`src/rtl/bram_axis_reader.sv`:
```
// Streams a contiguous block of a registered-read BRAM out on an AXI4-Stream master,
// keeping a 4-entry skid FIFO so tready backpressure never loses in-flight read data.
module bram_axis_reader #(
    parameter int unsigned N = 16,
    parameter int unsigned B = 16
) (
    input  logic         clk,
    input  logic         rstn,
    input  logic         start,
    input  logic [N-1:0] addr_start,
    input  logic [N-1:0] len,
    output logic         busy,
    output logic         done,
    output logic         mem_en,
    output logic [N-1:0] mem_addr,
    input  logic [B-1:0] mem_do,
    output logic [B-1:0] m_axis_tdata,
    output logic         m_axis_tvalid,
    input  logic         m_axis_tready,
    output logic         m_axis_tlast
);
    localparam int unsigned DEPTH = 4;
    localparam int unsigned PW    = 2;
    localparam int unsigned CW    = 3;

    localparam logic [1:0] IDLE  = 2'd0;
    localparam logic [1:0] READ  = 2'd1;
    localparam logic [1:0] DRAIN = 2'd2;

    logic [1:0]    state, state_d;
    logic [N-1:0]  rd_addr, rd_left, out_left;
    logic          inflight;
    logic [B-1:0]  fifo_mem [DEPTH];
    logic [PW-1:0] rd_ptr, wr_ptr;
    logic [CW-1:0] fifo_count;

    logic          accept_start_c, zero_start_c, issue_c, push_c, pop_c, last_pop_c;
    logic [PW-1:0] rd_ptr_d;
    logic [CW-1:0] count_d;
    logic [N-1:0]  out_left_d;
    logic [B-1:0]  head_d;

    // Issue window counts FIFO plus the word on the BRAM output; the registered
    // mem_en adds at most one more, so occupancy tops out at DEPTH.
    always_comb begin
        accept_start_c = (state == IDLE) && start && (len != '0);
        zero_start_c   = (state == IDLE) && start && (len == '0);
        issue_c        = (state == READ) && (rd_left != '0) &&
                         ((fifo_count + CW'(inflight)) <= CW'(2));
        push_c         = inflight;
        pop_c          = m_axis_tvalid && m_axis_tready;
        last_pop_c     = pop_c && m_axis_tlast;
    end

    always_comb begin
        state_d = state;
        case (state)
            IDLE:    if (accept_start_c) state_d = READ;
            READ:    if (issue_c && (rd_left == N'(1))) state_d = DRAIN;
            DRAIN:   if (last_pop_c) state_d = IDLE;
            default: state_d = IDLE;
        endcase
    end

    always_ff @(posedge clk or negedge rstn) begin
        if (!rstn) state <= IDLE;
        else       state <= state_d;
    end

    // Next head-of-FIFO view, so the stream outputs come straight from flops.
    always_comb begin
        rd_ptr_d   = rd_ptr + PW'(pop_c);
        count_d    = fifo_count + CW'(push_c) - CW'(pop_c);
        out_left_d = out_left;
        if (accept_start_c)  out_left_d = len;
        else if (pop_c)      out_left_d = out_left - N'(1);
        head_d     = fifo_mem[rd_ptr_d];
        if (push_c && (wr_ptr == rd_ptr_d)) head_d = mem_do;
    end

    always_ff @(posedge clk) begin
        if (push_c) fifo_mem[wr_ptr] <= mem_do;
    end

    always_ff @(posedge clk or negedge rstn) begin
        if (!rstn) begin
            rd_addr       <= '0;
            rd_left       <= '0;
            out_left      <= '0;
            inflight      <= 1'b0;
            rd_ptr        <= '0;
            wr_ptr        <= '0;
            fifo_count    <= '0;
            mem_en        <= 1'b0;
            mem_addr      <= '0;
            busy          <= 1'b0;
            done          <= 1'b0;
            m_axis_tdata  <= '0;
            m_axis_tvalid <= 1'b0;
            m_axis_tlast  <= 1'b0;
        end else begin
            if (accept_start_c) begin
                rd_addr <= addr_start;
                rd_left <= len;
            end else if (issue_c) begin
                rd_addr <= rd_addr + N'(1);
                rd_left <= rd_left - N'(1);
            end
            mem_en   <= issue_c;
            if (issue_c) mem_addr <= rd_addr;
            inflight <= mem_en;

            wr_ptr        <= wr_ptr + PW'(push_c);
            rd_ptr        <= rd_ptr_d;
            fifo_count    <= count_d;
            out_left      <= out_left_d;
            m_axis_tvalid <= (count_d != '0);
            m_axis_tlast  <= (count_d != '0) && (out_left_d == N'(1));
            if (count_d != '0) m_axis_tdata <= head_d;

            busy <= (state_d != IDLE);
            done <= zero_start_c || ((state == DRAIN) && last_pop_c);
        end
    end
endmodule
```
`config.mk`:
```
export PLATFORM = sky130hd
export DESIGN_NAME = bram_axis_reader
export DESIGN_NICKNAME = d
export VERILOG_FILES = /design/src/rtl/bram_axis_reader.sv
export SDC_FILE = /design/constraint.sdc
export NUM_CORES = 1
export LEC_CHECK = 0
export CAP_MARGIN = 20
export CORE_UTILIZATION = 55
export CTS_CLUSTER_SIZE = 25
export DETAILED_ROUTE_END_ITERATION = 12
export GPL_TIMING_DRIVEN = 0
export HOLD_SLACK_MARGIN = 0.08
export PLACE_DENSITY_LB_ADDON = 0.2
export RECOVER_POWER = 25
export SYNTH_ARGS = -nofsm -noshare
export SYNTH_HDL_FRONTEND = slang
export SYNTH_SLANG_ARGS = --single-unit
export TNS_END_PERCENT = 30
```
`constraint.sdc`:
```
create_clock -name clk -period 3.3 [get_ports clk]
set_input_delay 0.66 -clock clk [delete_from_list [all_inputs] [get_ports clk]]
set_output_delay 0.66 -clock clk [all_outputs]
set_load 0.005 [all_outputs]
```
==> results of run 1 <==
-- area by class of cell --
class                   instances  area, sq um
clock buffers                  18          439
well taps                     172          215
multi-input cells             398         2670
flip-flops and latches        159         4300
fillers                       926         3750
repair buffers                 92          920
plain buffers                  29          155
clock inverters                14          159
inverters                      15         61.3
-- path summary, 6_finish.rpt --
check                                   to  slack (ns)  depth (start not counted)
max reg2reg                m_axis_tdata[8]        0.52                          9
max                        m_axis_tdata[8]        0.20                         10
min in group asynchronous      rd_addr[10]        0.65                          1
max in group asynchronous       rd_left[2]        0.85                          2
min                               inflight        0.39                          0
min reg2reg                       inflight        0.39                          0
-- stage by stage --
stage          area [sq um]  cells   util  power (uW)
2_1_floorplan          7170    602      -        5860
3_3_place_gp           8260    862  0.652        7030
3_5_place_dp           8340    866  0.658        7270
4_1_cts                8940    897  0.705        9240
5_1_grt                8920    897  0.704        9790
6_report               8920    897  0.704        9200
-- power by group --
group          total [uW]  switching (uW)  internal, uW
logic                3930            2150          1780
clock network        1970             824          1150
registers            3300             507          2790
-- per-layer routing --
metal	up-vias	share of wire	GRT usage
met2	195	0.50	0.450
met4	0	0.026	0.119
li1	2439	-	-
met1	2599	0.42	0.340
met5	-	0	0
met3	30	0.051	0.0545
-- state kept, by name (all words and copies together), names as in the netlist --
| signal | count |
|---|---|
| m_axis_tdata | 16 |
| fifo_count | 3 |
| rd_addr | 16 |
| m_axis_tlast | 1 |
| out_left | 16 |
| rd_ptr | 2 |
| wr_ptr | 2 |
| fifo_mem | 64 |
| busy | 1 |
| rd_left | 16 |
| inflight | 1 |
| m_axis_tvalid | 1 |
| mem_en | 1 |
| done | 1 |
| state | 2 |
| mem_addr | 16 |
-- worst max-delay path, cell delays in order --
cell and delay (ns):
sky130_fd_sc_hd__clkdlybuf4s50_1 0.53, sky130_fd_sc_hd__nand2_1 0.12, sky130_fd_sc_hd__inv_1 0.23, sky130_fd_sc_hd__ha_1 0.26
sky130_fd_sc_hd__xor2_2 0.49, sky130_fd_sc_hd__xnor2_1 0.21, sky130_fd_sc_hd__nand3_2 0.29, sky130_fd_sc_hd__buf_4 0.31
sky130_fd_sc_hd__mux2i_1 0.18, sky130_fd_sc_hd__o21ai_0 0.10
-- cell usage in the layout, fill, tap and decap left out, types with 4 or more instances in the layout --
master,n
sky130_fd_sc_hd__clkbuf_16,17
sky130_fd_sc_hd__inv_1,14
sky130_fd_sc_hd__clkbuf_1,15
sky130_fd_sc_hd__clkdlybuf4s50_1,87
sky130_fd_sc_hd__buf_6,6
sky130_fd_sc_hd__a21oi_1,15
sky130_fd_sc_hd__nor3_1,10
sky130_fd_sc_hd__nand2_1,111
sky130_fd_sc_hd__ha_1,10
sky130_fd_sc_hd__nand4_1,9
sky130_fd_sc_hd__xor2_1,15
sky130_fd_sc_hd__mux2i_1,16
sky130_fd_sc_hd__o311ai_0,4
sky130_fd_sc_hd__a221o_1,5
sky130_fd_sc_hd__and3_1,6
sky130_fd_sc_hd__nand4b_1,4
sky130_fd_sc_hd__edfxtp_1,64
sky130_fd_sc_hd__dfrtp_1,95
sky130_fd_sc_hd__nand3_1,19
sky130_fd_sc_hd__o21ai_0,40
sky130_fd_sc_hd__xnor2_1,12
sky130_fd_sc_hd__buf_2,8
sky130_fd_sc_hd__a31oi_1,4
sky130_fd_sc_hd__mux4_2,16
sky130_fd_sc_hd__nor4_1,11
sky130_fd_sc_hd__nor2_1,31
sky130_fd_sc_hd__o211ai_1,13
-- cell families after synthesis --
| kind of cell | Yosys count | share of synthesized area |
|---|---|---|
| AND/OR/NAND/NOR | 226 | 0.153 |
| flip-flops | 159 | 0.600 |
| AO/OA/AOI/OAI | 102 | 0.0922 |
| buffers and inverters | 45 | 0.0305 |
| multiplexers | 32 | 0.0726 |
| XOR/XNOR | 28 | 0.0342 |
| adder cells (fa/ha/maj) | 10 | 0.0175 |
==> reports/results.md, run 1 <==
• **area of the core region** 12700 sq um
• **leakage power of the design** 0.00353 uW
• **post-synthesis cell type with the largest combined area** sky130_fd_sc_hd__dfrtp_1
• **antenna viol nets, final** 0
• **# setup viols final** 0
• **Max rail drop VDD** 0.702 mV
• **post-route clock period utilization** 0.939
• **most frequently used cell type in the post-synthesis netlist** sky130_fd_sc_hd__nand2_1
• **layout cell share with drive strength beyond 1** 0.112
• **Tightest Pin Transition** 1.66 ns
• **max_slew headroom** -0.105
• **total of buffers placed on input and output ports** 88
• **Core Rows** 41
• **initial drt markers** 385
• **Seq/Total Area, Yosys** 0.600
• **Die Wd** 116 microns
• **CTS max path bufs** 2
• **per-cell via count in the routed design** 5.87
• **Worst Setup End Kind** flip-flop
• **global-route usage over all layers** 0.268
• **via count of the first global-routing pass** 5405
• **number of nets in the finished design** 774
• **clock tree sinks** 159
• **synthesis-stage register bit count** 159
• **async set-reset flop share out of synthesis** 0.597
• **Die Span Y** 116 microns
• **post-detailed-placement half-perimeter wirelength** 11.8 mm
• **most frequently used flop master after synthesis** sky130_fd_sc_hd__dfrtp_1
• **sort of element at the start of the critical path** primary input
• **Gate Count Post-Synth** 602
• **Post-Place Setup Slack** -0.587 ns
• **arrival time of data at the critical path endpoint** 3.39 ns
• **RSZ-0062 raised after global routing** false
• **wire length of the first global-routing pass** 27.0 mm
• **post-cts hold buffer count** 0
• **Worst R2R Start** m_axis_tvalid
• **number of levels in the clock H-tree** 4
• **min-delay worst type** flip-flop to flip-flop
• **final hold vios** 0
• **cts repair resizes** 1
• **launch point of the critical path** m_axis_tready
• **net count of the mapped netlist** 664
• **Peak Freq** 0.323 GHz
• **Inserted Clock Buffers** 17
• **least setup slack across all paths after layout** 0.200 ns
• **Data required, critical path** 3.59 ns
• **max-capacitance violation count** 1
• **Slew Limit Fails** 32
• **Routed Wire Length** 16.5 mm
• **total number of vias** 5263
• **TritonCTS clock tree** built
• **failing checks** max-capacitance violations, max-slew violations
• **worst clock skew** 0.00593 ns
• **Post-synth EDFFs** 64
• **largest net degree at the start of global routing** 66
• **total iterations of the first detailed-routing run** 5
• **area growth from synthesis to layout** 24.4%
• **commonest cells in the netlist** sky130_fd_sc_hd__nand2_1, sky130_fd_sc_hd__dfrtp_1, sky130_fd_sc_hd__edfxtp_1
• **Total Die Area** 13500 sq um
• **Final min period** 3.10 ns
• **critical path start-end classification** primary input to flip-flop
• **smallest hold slack** 0.393 ns
• **distinct cell type count after synthesis** 64
• **number of placed I/O pins** 89
• **Antenna diodes** 0
• **post-synthesis average cell area** 11.9 sq um
• **initial core utilization** 0.566
• **Mapped Area** 7170 sq um
• **clock slew seen by the registers of the worst setup and hold paths** 0.06 ns
• **post-route setup TNS** 0 ns
• **run status** finished, violations left
• **CTS Root Buffer Type** sky130_fd_sc_hd__clkbuf_16
• **weighted congestion at the end of routability-driven global placement** 0.953
• **number of setup buffers added after CTS** 0
• **origin of the worst min-delay path** mem_en
• **top cell type's share of synthesized area** 0.332
• **power per unit of standard cell area** 1030 nW/um^2
• **clock network latency to the later pin of the worst-skew pair** 0.43 ns
• **Remaining Overflow, GRT** 0
• **cell types occupying the most area after synthesis** sky130_fd_sc_hd__dfrtp_1, sky130_fd_sc_hd__edfxtp_1, sky130_fd_sc_hd__nand2_1
• **synth warn** 0
• **total DRC errors in the routed layout** 0
• **antenna violations before repair** 0
• **Crit Path Max Fanout** 10
• **average wire length per cell after detail routing** 18.4 microns
Power figures use the tool's default switching activity.
==> run 2, diff against run 1 <==
--- a/config.mk
+++ b/config.mk
@@ -6,6 +6,7 @@
 export NUM_CORES = 1
 export LEC_CHECK = 0
 export CAP_MARGIN = 20
+export CORE_MARGIN = 10
 export CORE_UTILIZATION = 55
 export CTS_CLUSTER_SIZE = 25
 export DETAILED_ROUTE_END_ITERATION = 12
==> run 2 against run 1 <==
  * The flow still finishes with violations (max-capacitance violations, max-slew violations)
  * Global-route usage decreased by 6.9 points
  * Total power increased by 0.14%
  * Setup slack got worse by 0.067 ns
  * Hold slack improved by 0.049 ns
  * Critical path type unchanged
  * Register-to-register slack worse by 0.08 ns
  * Critical path depth did not move
  * Combinational power about the same
  * Via count up 0.87%
==> reports/results.md, run 2 (synthesis gave the netlist of run 1 again) <==
• **total DRC errors in the routed layout** 0
• **antenna viol nets, final** 0
• **weighted congestion at the end of routability-driven global placement** 0.923
• **number of setup buffers added after CTS** 0
• **launch point of the critical path** m_axis_tready
• **worst reg-to-reg path cell count** 9
• **Peak Freq** 0.316 GHz
• **sort of element at the start of the critical path** primary input
• **Die Span Y** 134 microns
• **number of levels in the clock H-tree** 4
• **Total Die Area** 18000 sq um
• **Setup crit end** m_axis_tdata[9]
• **smallest hold slack** 0.443 ns
• **leakage power of the design** 0.00353 uW
• **FF-to-FF End** m_axis_tdata[9]
• **number of nets in the finished design** 772
• **number of placed I/O pins** 89
• **most frequent standard cell in the layout excluding fill and tap cells** sky130_fd_sc_hd__nand2_1
• **Remaining Overflow, GRT** 0
• **area of the core region** 12700 sq um
• **area growth from synthesis to layout** 24.4%
• **run status** finished, violations left
• **CTS max path bufs** 2
• **cell family with the largest share of critical-path delay** buffers and inverters
• **layout filler cell count** 931
• **commonest non-fill, non-tap cells in the layout** sky130_fd_sc_hd__nand2_1, sky130_fd_sc_hd__dfrtp_1, sky130_fd_sc_hd__clkdlybuf4s50_1
• **post-detailed-placement half-perimeter wirelength** 12.2 mm
• **post-cts hold buffer count** 0
• **antenna violations before repair** 0
• **critical path start-end classification** primary input to flip-flop
• **largest net degree at the start of global routing** 71
• **Post-Place Setup Slack** -0.632 ns
• **TritonCTS clock tree** built
• **cell area reported after detailed placement** 8310 sq um
• **per-cell via count in the routed design** 5.93
• **total iterations of the first detailed-routing run** 5
• **Worst Setup End Kind** flip-flop
• **Final min period** 3.17 ns
• **Slew Limit Fails** 26
• **Core Rows** 41
• **number of flip-flops in the largest register** 64
• **via count of the first global-routing pass** 5545
• **final total power** 9210 uW
• **Inserted Clock Buffers** 17
• **Buf/Inv on CP** 3
• **Reg2Reg Setup Slack** 0.44 ns
• **final core utilization** 0.704
• **power per unit of standard cell area** 1030 nW/um^2
• **Die Wd** 134 microns
• **worst clock skew** 0.00955 ns
• **average wire length per cell after detail routing** 19.4 microns
• **least setup slack across all paths after layout** 0.132 ns
• **max_slew headroom** -0.0793
• **clock network latency to the later pin of the worst-skew pair** 0.42 ns
• **crit-path max cell delay** 0.54 ns
• **total number of cells along the worst setup path** 10
• **layout cell share with drive strength beyond 1** 0.105
• **Max rail drop VDD** 0.669 mV
• **global-route usage over all layers** 0.199
• **Tightest Pin Transition** 1.62 ns
• **final hold vios** 0
• **wire length of the first global-routing pass** 28.6 mm
• **initial drt markers** 485
• **total of buffers placed on input and output ports** 88
• **Worst R2R Start** m_axis_tvalid
• **failing checks** max-capacitance violations, max-slew violations
• **# setup viols final** 0
• **min-delay worst type** flip-flop to flip-flop
• **total number of vias** 5309
• **Crit-path slowest cell** sky130_fd_sc_hd__clkdlybuf4s50_1
• **post-route clock period utilization** 0.960
• **arrival time of data at the critical path endpoint** 3.45 ns
• **total non-filler cell area in the finished layout** 8920 sq um
• **Sequential cell area** 4300 sq um
• **Routed Wire Length** 17.3 mm
• **CTS Root Buffer Type** sky130_fd_sc_hd__clkbuf_16
• **clock tree sinks** 159
• **Data required, critical path** 3.58 ns
• **Antenna diodes** 0
• **initial core utilization** 0.566
• **max-capacitance violation count** 1
• **area of combinational cells with multiple inputs** 2670 sq um
• **register containing the most flip-flops in the final layout** fifo_mem
• **Crit Path Max Fanout** 10
• **RSZ-0062 raised after global routing** false
• **clock slew seen by the registers of the worst setup and hold paths** 0.06 ns
• **cells along the critical path** clkdlybuf4s50_1 -> nand2_1 -> inv_1 -> ha_1 -> xor2_2 -> xnor2_1 -> nand3_2 -> buf_4 -> mux2i_1 -> o21ai_0
==> run 2: metrics by stage <==
| step | std cells | setup TNS [ns] |
|---|---|---|
| final | 895 | 0 |
| after CTS | 895 | 0 |
| after floorplan | 602 | 0 |
| after global routing | 895 | 0 |
| after detailed placement | 864 | -7.43 |
| after global placement | 862 | -204.65 |
==> run 2: worst min-delay path by stage <==
stage / from / end / slack (ns) / cells past startpoint
after global routing: mem_en / inflight / 0.47 / 0
after floorplan: rstn / busy / 0.36 / 0
final: mem_en / inflight / 0.44 / 0
after detailed placement: mem_en / inflight / 0.44 / 0
after global placement: mem_en / inflight / 0.43 / 0
after CTS: rstn / m_axis_tdata[8] / 0.16 / 1
==> run 2: routing by layer <==
| layer | vias up | track usage | wire, microns |
|---|---|---|---|
| li1 | 2425 | - | - |
| met2 | 221 | 0.328 | 8690 |
| met4 | 0 | 0.0659 | 263 |
| met1 | 2640 | 0.248 | 7240 |
| met5 | - | 0 | 0 |
| met3 | 23 | 0.0549 | 1150 |
==> run 2: cell type report <==
cell class / count / share of cell area
Inverter: 15 / 0.00688
Tap cell: 172 / 0.0241
Buffer: 29 / 0.0174
Timing Repair Buffer: 90 / 0.102
Multi-Input combinational cell: 398 / 0.299
Clock buffer: 20 / 0.0501
Sequential cell: 159 / 0.482
Clock inverter: 12 / 0.0177
==> run 2: timing repair <==
action	CTS	global route
hold endpoints to repair	0	0
resized for setup	1	2
setup endpoints to repair	10	9
cloned	0	0
==> run 2: power breakdown <==
group | internal [uW] | leakage, uW | switching [uW]
Combinational | 1770 | 0.00151 | 2140
Sequential | 2790 | 0.00173 | 517
Clock | 1210 | 0.000289 | 782
Total | 5770 | 0.00353 | 3440
==> run 2: worst register-to-register path, delay by kind of cell, from the launching register on <==
kind | cells | cell delay, ns
and+or+nand+nor | 2 | 0.43
xor gates and xnor gates | 2 | 0.70
adders and majority gates | 1 | 0.28
AOI/OAI and AO/OA | 1 | 0.10
muxes | 1 | 0.20
buffers and inverters | 2 | 0.57
DFF | 1 | 0.45
